===== src/rtl/tour_pkg.sv =====
// tour_pkg: shared types and constants for the knight's-tour command sequencer.
//   - tour_state_t : sequencer FSM states
//   - opcodes, headings and response bytes used to build commands
//   - DX_TBL / DY_TBL : signed square deltas for each one-hot move bit
//   - abs4() : magnitude of a small signed delta as a 4-bit squares field
package tour_pkg;

    typedef enum logic [2:0] {
        ST_IDLE      = 3'd0,
        ST_VERT      = 3'd1,
        ST_VERT_WAIT = 3'd2,
        ST_HORZ      = 3'd3,
        ST_HORZ_WAIT = 3'd4
    } tour_state_t;

    // Command opcodes (upper nibble of a 16-bit command)
    localparam logic [3:0] OP_MOVE    = 4'b0010;
    localparam logic [3:0] OP_MOVE_FF = 4'b0011;

    // Headings
    localparam logic [7:0] HDG_N = 8'h00;
    localparam logic [7:0] HDG_S = 8'h7F;
    localparam logic [7:0] HDG_E = 8'hBF;
    localparam logic [7:0] HDG_W = 8'h3F;

    // Response bytes
    localparam logic [7:0] ACK     = 8'hA5;
    localparam logic [7:0] POS_ACK = 8'h5A;

    // Move bit i -> (dx, dy)
    localparam logic signed [3:0] DX_TBL [0:7] = '{
        4'sd1, -4'sd1, -4'sd2, -4'sd2, -4'sd1, 4'sd1, 4'sd2, 4'sd2
    };
    localparam logic signed [3:0] DY_TBL [0:7] = '{
        4'sd2, 4'sd2, 4'sd1, -4'sd1, -4'sd2, -4'sd2, -4'sd1, 4'sd1
    };

    function automatic logic [3:0] abs4(input logic signed [3:0] v);
        logic [3:0] r;
        r = v[3] ? 4'(-v) : 4'(v);
        return r;
    endfunction

endpackage


===== src/rtl/tour_move_decode.sv =====
// tour_move_decode: combinational translation of one solver move into the two
// robot commands that execute it.
//   move     in  8  : one-hot move (lowest set bit wins; zero means no motion)
//   vert_cmd out 16 : {MOVE, N/S heading, |dy|}
//   horz_cmd out 16 : {MOVE_FF, E/W heading, |dx|}
module tour_move_decode
    import tour_pkg::*;
(
    input  logic [7:0]  move,
    output logic [15:0] vert_cmd,
    output logic [15:0] horz_cmd
);

    logic signed [3:0] dx;
    logic signed [3:0] dy;

    always_comb begin
        dx = '0;
        dy = '0;
        // Scan from the top down so the lowest set bit is the last to write.
        for (int i = 7; i >= 0; i--) begin
            if (move[i]) begin
                dx = DX_TBL[i];
                dy = DY_TBL[i];
            end
        end
    end

    // dy == 0 and dx == 0 fall to south / west with zero squares.
    assign vert_cmd = {OP_MOVE,    (dy > 4'sd0) ? HDG_N : HDG_S, abs4(dy)};
    assign horz_cmd = {OP_MOVE_FF, (dx > 4'sd0) ? HDG_E : HDG_W, abs4(dx)};

endmodule


===== src/rtl/tour_cmd.sv =====
// tour_cmd: walks the tour solver's move list and issues each move as a
// vertical then a horizontal command to the command processor. Outside a tour
// it passes UART commands straight through.
//   clk, rst_n    : clock, async active-low reset
//   start_tour    : pulse, solver move list is ready (honoured only in IDLE)
//   move / mv_indx: solver lookup (move is combinational from mv_indx)
//   cmd_UART, cmd_rdy_UART : UART command source (used in IDLE only)
//   cmd, cmd_rdy  : command to the command processor
//   clr_cmd_rdy   : processor accepted cmd
//   send_resp     : processor finished the accepted command
//   resp          : response byte to the UART wrapper
//   fsm_state     : current sequencer state, for observation
//
// Handshake: a command is offered while cmd_rdy=1 and held stable until the
// processor pulses clr_cmd_rdy; cmd_rdy drops the next cycle. The next command
// is only offered after send_resp, which is ignored until the clear has been
// seen. A clear arriving while waiting for send_resp is ignored.
module tour_cmd
    import tour_pkg::*;
#(
    parameter int unsigned NUM_MOVES = 24
) (
    input  logic        clk,
    input  logic        rst_n,
    input  logic        start_tour,
    input  logic [7:0]  move,
    output logic [4:0]  mv_indx,
    input  logic [15:0] cmd_UART,
    input  logic        cmd_rdy_UART,
    input  logic        clr_cmd_rdy,
    input  logic        send_resp,
    output logic [15:0] cmd,
    output logic        cmd_rdy,
    output logic [7:0]  resp,
    output tour_state_t fsm_state
);

    localparam logic [4:0] LAST_INDX = 5'(NUM_MOVES - 1);

    tour_state_t state, nxt_state;
    logic [4:0]  nxt_indx;
    logic [15:0] vert_cmd, horz_cmd;
    logic        last_move;

    tour_move_decode u_decode (
        .move     (move),
        .vert_cmd (vert_cmd),
        .horz_cmd (horz_cmd)
    );

    assign last_move = (mv_indx == LAST_INDX);
    assign fsm_state = state;

    // State and index registers
    always_ff @(posedge clk or negedge rst_n) begin
        if (!rst_n) begin
            state   <= ST_IDLE;
            mv_indx <= '0;
        end else begin
            state   <= nxt_state;
            mv_indx <= nxt_indx;
        end
    end

    // Next-state and next-index logic
    always_comb begin
        nxt_state = state;
        nxt_indx  = mv_indx;
        case (state)
            ST_IDLE: begin
                if (start_tour) begin
                    nxt_state = ST_VERT;
                    nxt_indx  = '0;
                end
            end
            ST_VERT: begin
                if (clr_cmd_rdy) nxt_state = ST_VERT_WAIT;
            end
            ST_VERT_WAIT: begin
                if (send_resp) nxt_state = ST_HORZ;
            end
            ST_HORZ: begin
                if (clr_cmd_rdy) nxt_state = ST_HORZ_WAIT;
            end
            ST_HORZ_WAIT: begin
                if (send_resp) begin
                    if (last_move) begin
                        nxt_state = ST_IDLE;
                    end else begin
                        nxt_state = ST_VERT;
                        nxt_indx  = mv_indx + 5'd1;
                    end
                end
            end
            default: nxt_state = ST_IDLE;
        endcase
    end

    // Output muxing
    always_comb begin
        cmd     = cmd_UART;
        cmd_rdy = cmd_rdy_UART;
        resp    = ACK;
        case (state)
            ST_IDLE: begin
                cmd     = cmd_UART;
                cmd_rdy = cmd_rdy_UART;
                resp    = ACK;
            end
            ST_VERT: begin
                cmd     = vert_cmd;
                cmd_rdy = 1'b1;
                resp    = POS_ACK;
            end
            ST_VERT_WAIT: begin
                cmd     = vert_cmd;
                cmd_rdy = 1'b0;
                resp    = POS_ACK;
            end
            ST_HORZ: begin
                cmd     = horz_cmd;
                cmd_rdy = 1'b1;
                resp    = POS_ACK;
            end
            ST_HORZ_WAIT: begin
                cmd     = horz_cmd;
                cmd_rdy = 1'b0;
                // Final acknowledge once the last move's horizontal leg is done
                resp    = last_move ? ACK : POS_ACK;
            end
            default: begin
                cmd     = cmd_UART;
                cmd_rdy = cmd_rdy_UART;
                resp    = ACK;
            end
        endcase
    end

endmodule


===== config.mk =====
export PLATFORM = sky130hd
export DESIGN_NAME = tour_cmd
export DESIGN_NICKNAME = d
export VERILOG_FILES = /design/src/rtl/tour_pkg.sv /design/src/rtl/tour_move_decode.sv /design/src/rtl/tour_cmd.sv
export SDC_FILE = /design/constraint.sdc
export NUM_CORES = 1
export LEC_CHECK = 0
export BUFFER_PORTS_ARGS = -buffer_cell sky130_fd_sc_hd__clkbuf_2
export CORE_MARGIN = 2
export CORE_UTILIZATION = 55
export DETAILED_ROUTE_END_ITERATION = 12
export PLACE_DENSITY = 0.87
export SKIP_LAST_GASP = 1
export SYNTH_ARGS = -nofsm -noshare
export SYNTH_HDL_FRONTEND = slang
export SYNTH_HIERARCHICAL = 1
export SYNTH_SLANG_ARGS = --single-unit

===== constraint.sdc =====
create_clock -name clk -period 3.35 [get_ports clk]
set_input_delay 0.67 -clock clk [delete_from_list [all_inputs] [get_ports clk]]
set_output_delay 0.67 -clock clk [all_outputs]
set_load 0.03 [all_outputs]

; Word-level counts from Yosys, hierarchy flattened
; Index checks and enable logic that the tools add are counted.
[word_totals]
register_bits = 8
in_bits = 30
out_inout_bits = 33
word_cells = 62
[op_classes]
n_addsub = 3
magnitude_cmp = 2
n_eq_ne = 11
mux = 35
n_reduce_logical = 9
[op_table]
columns = cell, n
row1 = two-way mux 4 bit, 14
row2 = case mux 16 bit (2 select lines), 1
row3 = two-way mux 8 bit, 2
row4 = case mux 8 bit (2 select lines), 1
row5 = two-way mux 3 bit, 5
row6 = two-way mux 5 bit, 3
row7 = case mux 3 bit (5 select lines), 1
row8 = != test 2 bit (second input constant), 6
row9 = case mux 5 bit (2 select lines), 1
row10 = > comparator 4 x 1 -> 1 bit (second input constant), 2
row11 = negation 4 bit, 2
row12 = OR reduction 2 bit, 4
row13 = two-way mux 7 bit, 1
row14 = == test 3 x 2 -> 1 bit (second input constant), 2
row15 = two-way mux 2 bit, 3
row16 = adder 5 x 1 -> 5 bit (second input constant), 1
row17 = == test 5 bit (second input constant), 1
row18 = AND reduction 5 bit, 1
row19 = AND reduction 4 bit, 1
row20 = == test 3 x 1 -> 1 bit (second input constant), 1
row21 = == test 3 bit (second input constant), 1
row22 = logical NOT 3 bit, 1
row23 = OR reduction 3 bit, 1
row24 = two-way mux 1 bit, 2
row25 = other kinds (2), 2

; Logic depth before layout (Yosys ltp)
; Gate-level depths: netlist (run 1).
[logic_depth]
word_depth = 11
ltp_mapped = 9
mapped_depth_nobuf = 8

; Modules after synthesis
; The synthesis (run 1) kept the hierarchy.
[modules_own_cells]
columns = module, n_inst, cells_each, area_each_um2, seq_area_each_um2
row1 = tour_cmd, 1, 175, 1415.1, 200.2
row2 = tour_move_decode, 1, 50, 357.8, 0.0

; Worst setup path after synthesis (run 1)
; OpenSTA, ideal clock, no wires.
[synth_path]
kind = register -> output
startpoint = reg state[2] (netlist: fsm_state[2])
endpoint = out resp[3]
t_arrival_ps = 2140
required_ps = 2680
path_slack_ps = 540
path_stages_with_launch = 6
n_path_buf = 4
cell_sequence = dfrtp_1 -> buf_6 -> buf_2 -> buf_2 -> o21ai_0 -> buf_4
[synth_between]
elab_chain_len = 3
word_cells_on_any_way = 6
cone_classes = 4 x eq/ne / 1 x mux / 1 x reduce/logical
[synth_lines]
columns = item, line
row1 = "start, declared", tour_cmd.sv:40  ; tour_state_t state, nxt_state;
row2 = "start signal, assigned", tour_cmd.sv:60  ; state <= nxt_state;
row3 = == test 3 x 2 -> 1 bit / == test 3 x 1 -> 1 bit (equally long branches), tour_cmd.sv:104  ; case (state)
row4 = OR reduction 3 bit (no line), n/a
row5 = case mux 8 bit (2 select lines) *, tour_cmd.sv:104
row6 = "end, declared", tour_cmd.sv:34  ; output logic [7:0] resp,
; Every way passes the cells marked *; elsewhere a longest branch is shown, timed or not.

; Final worst setup path (run 1)
[layout_path]
startpoint = in move[3]
endpoint = out cmd[8]
[layout_between]
elab_chain_len = 7
[layout_lines]
columns = item, line
row1 = "start, declared", tour_cmd.sv:26  ; input logic [7:0] move,
row2 = two-way mux 4 bit (4 in series), tour_move_decode.sv:22  ; if (move[i]) begin
row3 = > comparator 4 x 1 -> 1 bit, tour_move_decode.sv:30  ; assign vert_cmd = {OP_MOVE, (dy > 4'sd0) ? HDG_N : HDG_S, abs4(dy)};
row4 = two-way mux 7 bit, tour_move_decode.sv:30
row5 = case mux 16 bit (2 select lines), tour_cmd.sv:104
row6 = "end, declared", tour_cmd.sv:32  ; output logic [15:0] cmd,
; Every way passes these cells.

==> qor.txt, run 1 <==
die area: 0.00369 mm2
unrepaired setup endpoints after global routing: no
vias in the first global route: 1477
Worst Hold Class: in2async
gpl congestion: 0.902
CP max FO: 14
Critical path origin: move[3]
ANT nets after route: 0
flop2flop setup slack: 1.68 ns
layout net count: 300
biggest area consumer among synthesized cells: buf_4
HPWL after DPL: 2900 um
Critical R2R Capture: fsm_state[0]
height of the die: 60.8 um
io pins: 63
DRC: 0
Area contributors post-synth: buf_4 (14%), dfrtp_1 (11%), mux2i_1 (11%)
Critical Path End Type: output port
P_leak: 0.951 nW
Power Dens Cells: 1020 mW/mm2
Clock Sinks: 8
clk buf depth: 2
Mapped Cells: 225
P_sw: 1.20 mW
Arrival @ worst endpoint: 2.36 ns
Worst-Skew Late Latency: 0.26 ns
slew at the pin closest to its max-slew limit: 0.707 ns
VDD IR max: 523 uV
area of the mapped netlist: 0.00177 mm2
worst r2r src: fsm_state[2]
clock skew: 0.00887 ns
initial drt markers: 95
Gate power share: 0.855
postcts setup bufs: 0
First-pass DRT Iterations: 4
synth unique cells: 47
Int Pwr: 0.754 mW
Max-Slew Margin vs Limit: 0.528
WL/cell: 12.5 um
number of antenna violations at the first check in global routing: 0
Fmax achieved: 0.330 GHz
via count: 1710
flops & latches, synth: 8
Root Buffer: clkbuf_4
gr ovfl total: 0
Post-Route WL: 3880 um
Layout Cell Area excl Fill: 0.00193 mm2
synth cell count leaders: buf_4 (32), mux2i_1 (19), nor3_1 (17)
Worst Setup Path Type: in2out
FFs w/ async S/R, synth: 1.00
final hold viol count: 0
sequential power share: 0.105
Clock transition at path regs: 0.06 ns
sequential fraction of the synthesis area: 0.113
Main synth FF type: dfrtp_1
Setup TNS: 0 ns
Core Region: 0.00305 mm2
dpl cell area: 0.00190 mm2
Layout area overhead: 8.75%
layout cells sized above 1: 0.301
gr usage total: 0.218
row count: 20
Mean Syn Cell Area: 7.88 um2
Final min period: 3.03 ns
starting density of the core: 0.581
Synth top area share: 0.135
PortBufs: 62
Die W: 60.8 um
ANT cells: 0
vias per inst: 5.52
number of synthesized flops with an enable pin: 0
Max-Cap Viols: 0
R2R depth: 4
count of final setup violators: 0
count leader, synth: buf_4
CP startpoint kind: input port
Net Sw Frac: 0.615
clock share of power: 0.040
status: completed
Final Cycle Share: 0.905
Worst EP required: 2.68 ns
Warnings, synthesis: 6
Max Slew Vio Count: 0
largest net degree at the start of global routing: 28
CTS tree: built
first-pass GRT wire length: 6310 um
cts bufs inserted: 3
htree depth: 1
[logic make-up (layout without fill, tap and decap cells)]
| group | after synthesis | in the layout | share of synthesized area |
|---|---|---|---|
| xor+xnor | 1 | 1 | 0.00494 |
| buf+inv | 48 | 73 | 0.192 |
| compound gates | 71 | 71 | 0.314 |
| mux | 20 | 20 | 0.114 |
| simple gates | 72 | 72 | 0.237 |
| other cells | 2 | 18 | 0.00424 |
| flops | 8 | 8 | 0.113 |
| fa+ha+maj | 3 | 3 | 0.0212 |
[layer usage]
layer	wire length, um	GRT usage
met5	0	0
met4	51	0.0714
met3	160	0.0171
met2	1940	0.402
met1	1730	0.265
[area by class of cell]
type                    count  area [um2]
flip-flops and latches      8         201
clock buffers               4        26.3
multi-input cells         185        1290
repair buffers             66         340
inverters                   3        11.3
well taps                  44        55.1
fillers                   289        1120
[power groups by stage]
stage | Sequential, mW | Combinational (mW) | Clock, mW
detailed placement | 0.208 | 1.68 | 0
floorplan | 0.196 | 1.45 | 0
global route | 0.217 | 1.80 | 0.0884
finish | 0.206 | 1.67 | 0.0788
global placement | 0.206 | 1.65 | 0
CTS | 0.206 | 1.69 | 0.0810
[cell usage in the layout (no fill, tap or decap), types with 3 or more instances in the layout]
| cell | netlist | routed |
|---|---|---|
| clkbuf_2 | 0 | 62 |
| mux2i_1 | 19 | 19 |
| conb_1 | 2 | 18 |
| nor3_1 | 17 | 17 |
| nor2b_1 | 16 | 16 |
| a2bb2oi_1 | 16 | 16 |
| o211a_1 | 16 | 16 |
| o21ai_0 | 14 | 14 |
| nand3_1 | 8 | 8 |
| nor2_1 | 8 | 8 |
| dfrtp_1 | 8 | 7 |
| o21ai_1 | 6 | 6 |
| nand2_1 | 5 | 5 |
| nand2b_1 | 4 | 4 |
| buf_4 | 32 | 4 |
| inv_1 | 3 | 3 |
| a21oi_1 | 3 | 3 |
| ha_1 | 3 | 3 |
| clkbuf_4 | 0 | 3 |
[worst max-delay path, cell delays in order]
cell	delay, ns
clkbuf_2	0.13
nor4_1	0.33
nand2b_1	0.16
ha_1	0.15
a21o_2	0.25
nor3_1	0.07
o21ai_0	0.22
o211a_1	0.18
clkbuf_2	0.20
[what timing repair did]
action | CTS | global route
setup endpoints to repair | 0 | 7
gates resized for setup | 0 | 1
hold buffers | 0 | 0
[per-stage QoR]
| step | std cells | hold WS [ns] | util | power, mW | setup WS (ns) |
|---|---|---|---|---|---|
| final | 310 | 0.249 | 0.632 | 1.96 | 0.320 |
| after detailed placement | 306 | 0.528 | 0.623 | 1.89 | 0.187 |
| after global placement | 306 | 0.509 | 0.623 | 1.86 | 0.252 |
| after global routing | 310 | 0.252 | 0.632 | 2.11 | 0.0603 |
| after CTS | 310 | 0.252 | 0.631 | 1.97 | 0.182 |
| after floorplan | 241 | 0.374 | - | 1.65 | 0.540 |
[sequential cells by signal (all words and copies together), names as in the netlist]
| name | cells |
|---|---|
| fsm_state | 3 |
| mv_indx | 5 |
[worst max path at each step]
stage	end	slack [ns]	cells after the start
6_report	cmd[8]	0.32	9
5_1_grt	cmd[8]	0.06	9
4_1_cts	cmd[8]	0.18	9
3_5_place_dp	cmd[8]	0.19	9
3_3_place_gp	cmd[6]	0.25	9
2_1_floorplan	resp[3]	0.54	5
(Power assumes the default switching activity.)
==> run 2: changes to the inputs <==
--- a/config.mk
+++ b/config.mk
@@ -5,9 +5,10 @@
 export SDC_FILE = /design/constraint.sdc
 export NUM_CORES = 1
 export LEC_CHECK = 0
+export ABC_AREA = 1
 export BUFFER_PORTS_ARGS = -buffer_cell sky130_fd_sc_hd__clkbuf_2
 export CORE_MARGIN = 2
-export CORE_UTILIZATION = 55
+export CORE_UTILIZATION = 52
 export DETAILED_ROUTE_END_ITERATION = 12
 export PLACE_DENSITY = 0.87
 export SKIP_LAST_GASP = 1
==> run 2 against run 1 <==
Effect of this change:
- register-to-register slack gained 0.17 ns
- via count is 20% lower
- critical path depth grew 2
- global-route usage is 3.3 points lower
- sequential cell count did not move
- worst setup slack improved by 0.37 ns
==> qor.txt, run 2 <==
layout net count: 308
final hold viol count: 0
number of antenna violations at the first check in global routing: 0
htree depth: 1
gpl congestion: 0.862
CTS tree: built
Final min period: 2.66 ns
synth unique cells: 24
row count: 19
synth cell count leaders: nand2_1 (81), buf_4 (31), nand3_1 (18), inv_1 (16), nor2_1 (13)
final cell count without fillers: 304
via count: 1374
footprint of the multi-input gates: 957 um2
Core Util, Final: 0.599
FFs w/ async S/R, synth: 1.00
Root Buffer: clkbuf_4
status: completed
Layout area overhead: 11.6%
Max-Cap Viols: 0
PortBufs: 62
layout cells sized above 1: 0.385
gr ovfl total: 0
Fill cells: 276
ANT nets after route: 0
sequential fraction of the synthesis area: 0.139
postcts setup bufs: 0
Synth top area share: 0.211
cts bufs inserted: 3
Fmax achieved: 0.375 GHz
Die W: 56.6 um
Main synth FF type: dfrtp_1
starting density of the core: 0.536
DRC: 0
most frequent cells in the layout: nand2_1 (81), clkbuf_2 (62), nand3_1 (18), conb_1 (18), inv_1 (16)
hold-fix buffers at CTS: 0
First-pass DRT Iterations: 4
HPWL after DPL: 2320 um
CP max FO: 7
biggest area consumer among synthesized cells: nand2_1
vias per inst: 4.52
initial drt markers: 43
area of the mapped netlist: 0.00144 mm2
dpl cell area: 0.00159 mm2
Clock Sinks: 8
Area contributors post-synth: nand2_1 (21%), buf_4 (16%), dfrtp_1 (14%)
die area: 0.00321 mm2
FF/Latch Area: 200 um2
clk buf depth: 2
io pins: 63
clock skew: 0.00909 ns
Max Slew Vio Count: 0
Worst EP required: 2.68 ns
first-pass GRT wire length: 4870 um
ANT cells: 0
Core Region: 0.00269 mm2
Setup TNS: 0 ns
Warnings, synthesis: 6
Worst Setup Path Type: in2out
largest net degree at the start of global routing: 19
flops & latches, synth: 8
Layout Cell Area excl Fill: 0.00161 mm2
max reg flops: 5
Clock transition at path regs: 0.06 ns
largest reg by FF count: mv_indx
commonest non-fill, non-tap cell in the layout: nand2_1
Critical Path End Type: output port
height of the die: 56.6 um
DP Cell Count: 301
Final Cycle Share: 0.795
unrepaired setup endpoints after global routing: no
Mapped Cells: 225
Worst Hold Class: in2async
count leader, synth: nand2_1
number of synthesized flops with an enable pin: 0
CP startpoint kind: input port
Mean Syn Cell Area: 6.40 um2
gr usage total: 0.184
WL/cell: 9.23 um
count of final setup violators: 0
vias in the first global route: 1228
# resized after CTS: 0
Arrival @ worst endpoint: 1.99 ns
Post-Route WL: 2810 um
Worst-Skew Late Latency: 0.26 ns
[run 2: cell types whose count changed after synthesis, moves of 8 or more]
cell / delta
a2bb2oi_1: -16
buf_2: -8
inv_1: +13
mux2i_1: -19
nand2_1: +76
nand2_4: +11
nand3_1: +10
nand3_2: +10
nor2b_1: -16
nor3_1: -16
o211a_1: -16
o21ai_0: -13
[run 2: final cells by class]
cell class / count / share of cell area
Timing Repair Buffer: 62 / 0.193
Clock buffer: 3 / 0.0140
Multi-Input combinational cell: 179 / 0.595
Inverter: 21 / 0.0490
Sequential cell: 8 / 0.125
Tap cell: 31 / 0.0241
[run 2: final timing paths]
check	from	to	cells after the start	slack (ns)
hold / removal	rst_n	mv_indx[1]	1	0.25
min in group clk	mv_indx[4]	mv_indx[4]	2	0.57
setup / recovery	move[1]	cmd[9]	11	0.69
hold reg to reg	mv_indx[4]	mv_indx[4]	2	0.57
max in group asynchronous	rst_n	mv_indx[0]	1	2.90
setup reg to reg	mv_indx[0]	mv_indx[4]	9	1.85
[run 2: per-layer routing]
| metal | vias to the layer above | routed length (um) | global-route usage |
|---|---|---|---|
| met4 | 0 | 17 | 0.0374 |
| met5 | - | 0 | 0 |
| met2 | 33 | 1420 | 0.344 |
| met1 | 590 | 1250 | 0.219 |
| li1 | 749 | - | - |
| met3 | 2 | 118 | 0.0300 |
[run 2: critical path: stages]
cell and delay (ns):
clkbuf_2 0.11, nor2_4 0.17, inv_2 0.06, a21oi_2 0.12
nand2_1 0.08, ha_1 0.19, inv_1 0.07, nand2_1 0.16
nand2_1 0.13, nand3_2 0.07, clkbuf_2 0.18
[run 2: cells by family (layout without fill, tap and decap cells)]
logic type / count (synthesis) / in the layout / synth area share
simple gates: 152 / 152 / 0.566
fa+ha+maj: 3 / 3 / 0.0261
flops: 8 / 8 / 0.139
buf+inv: 54 / 86 / 0.238
other cells: 2 / 18 / 0.00521
compound gates: 6 / 6 / 0.0252
[run 2: metrics by stage]
step	hold WS, ns	setup slack (ns)
after global placement	0.526	0.707
after floorplan	0.374	0.773
after global routing	0.268	0.514
after CTS	0.251	0.672
after detailed placement	0.529	0.677
final	0.253	0.686
Power of run 2 is left out: the tool's default activity adds up to more than one toggle a clock period on the data nets, which glitch-free logic cannot reach.
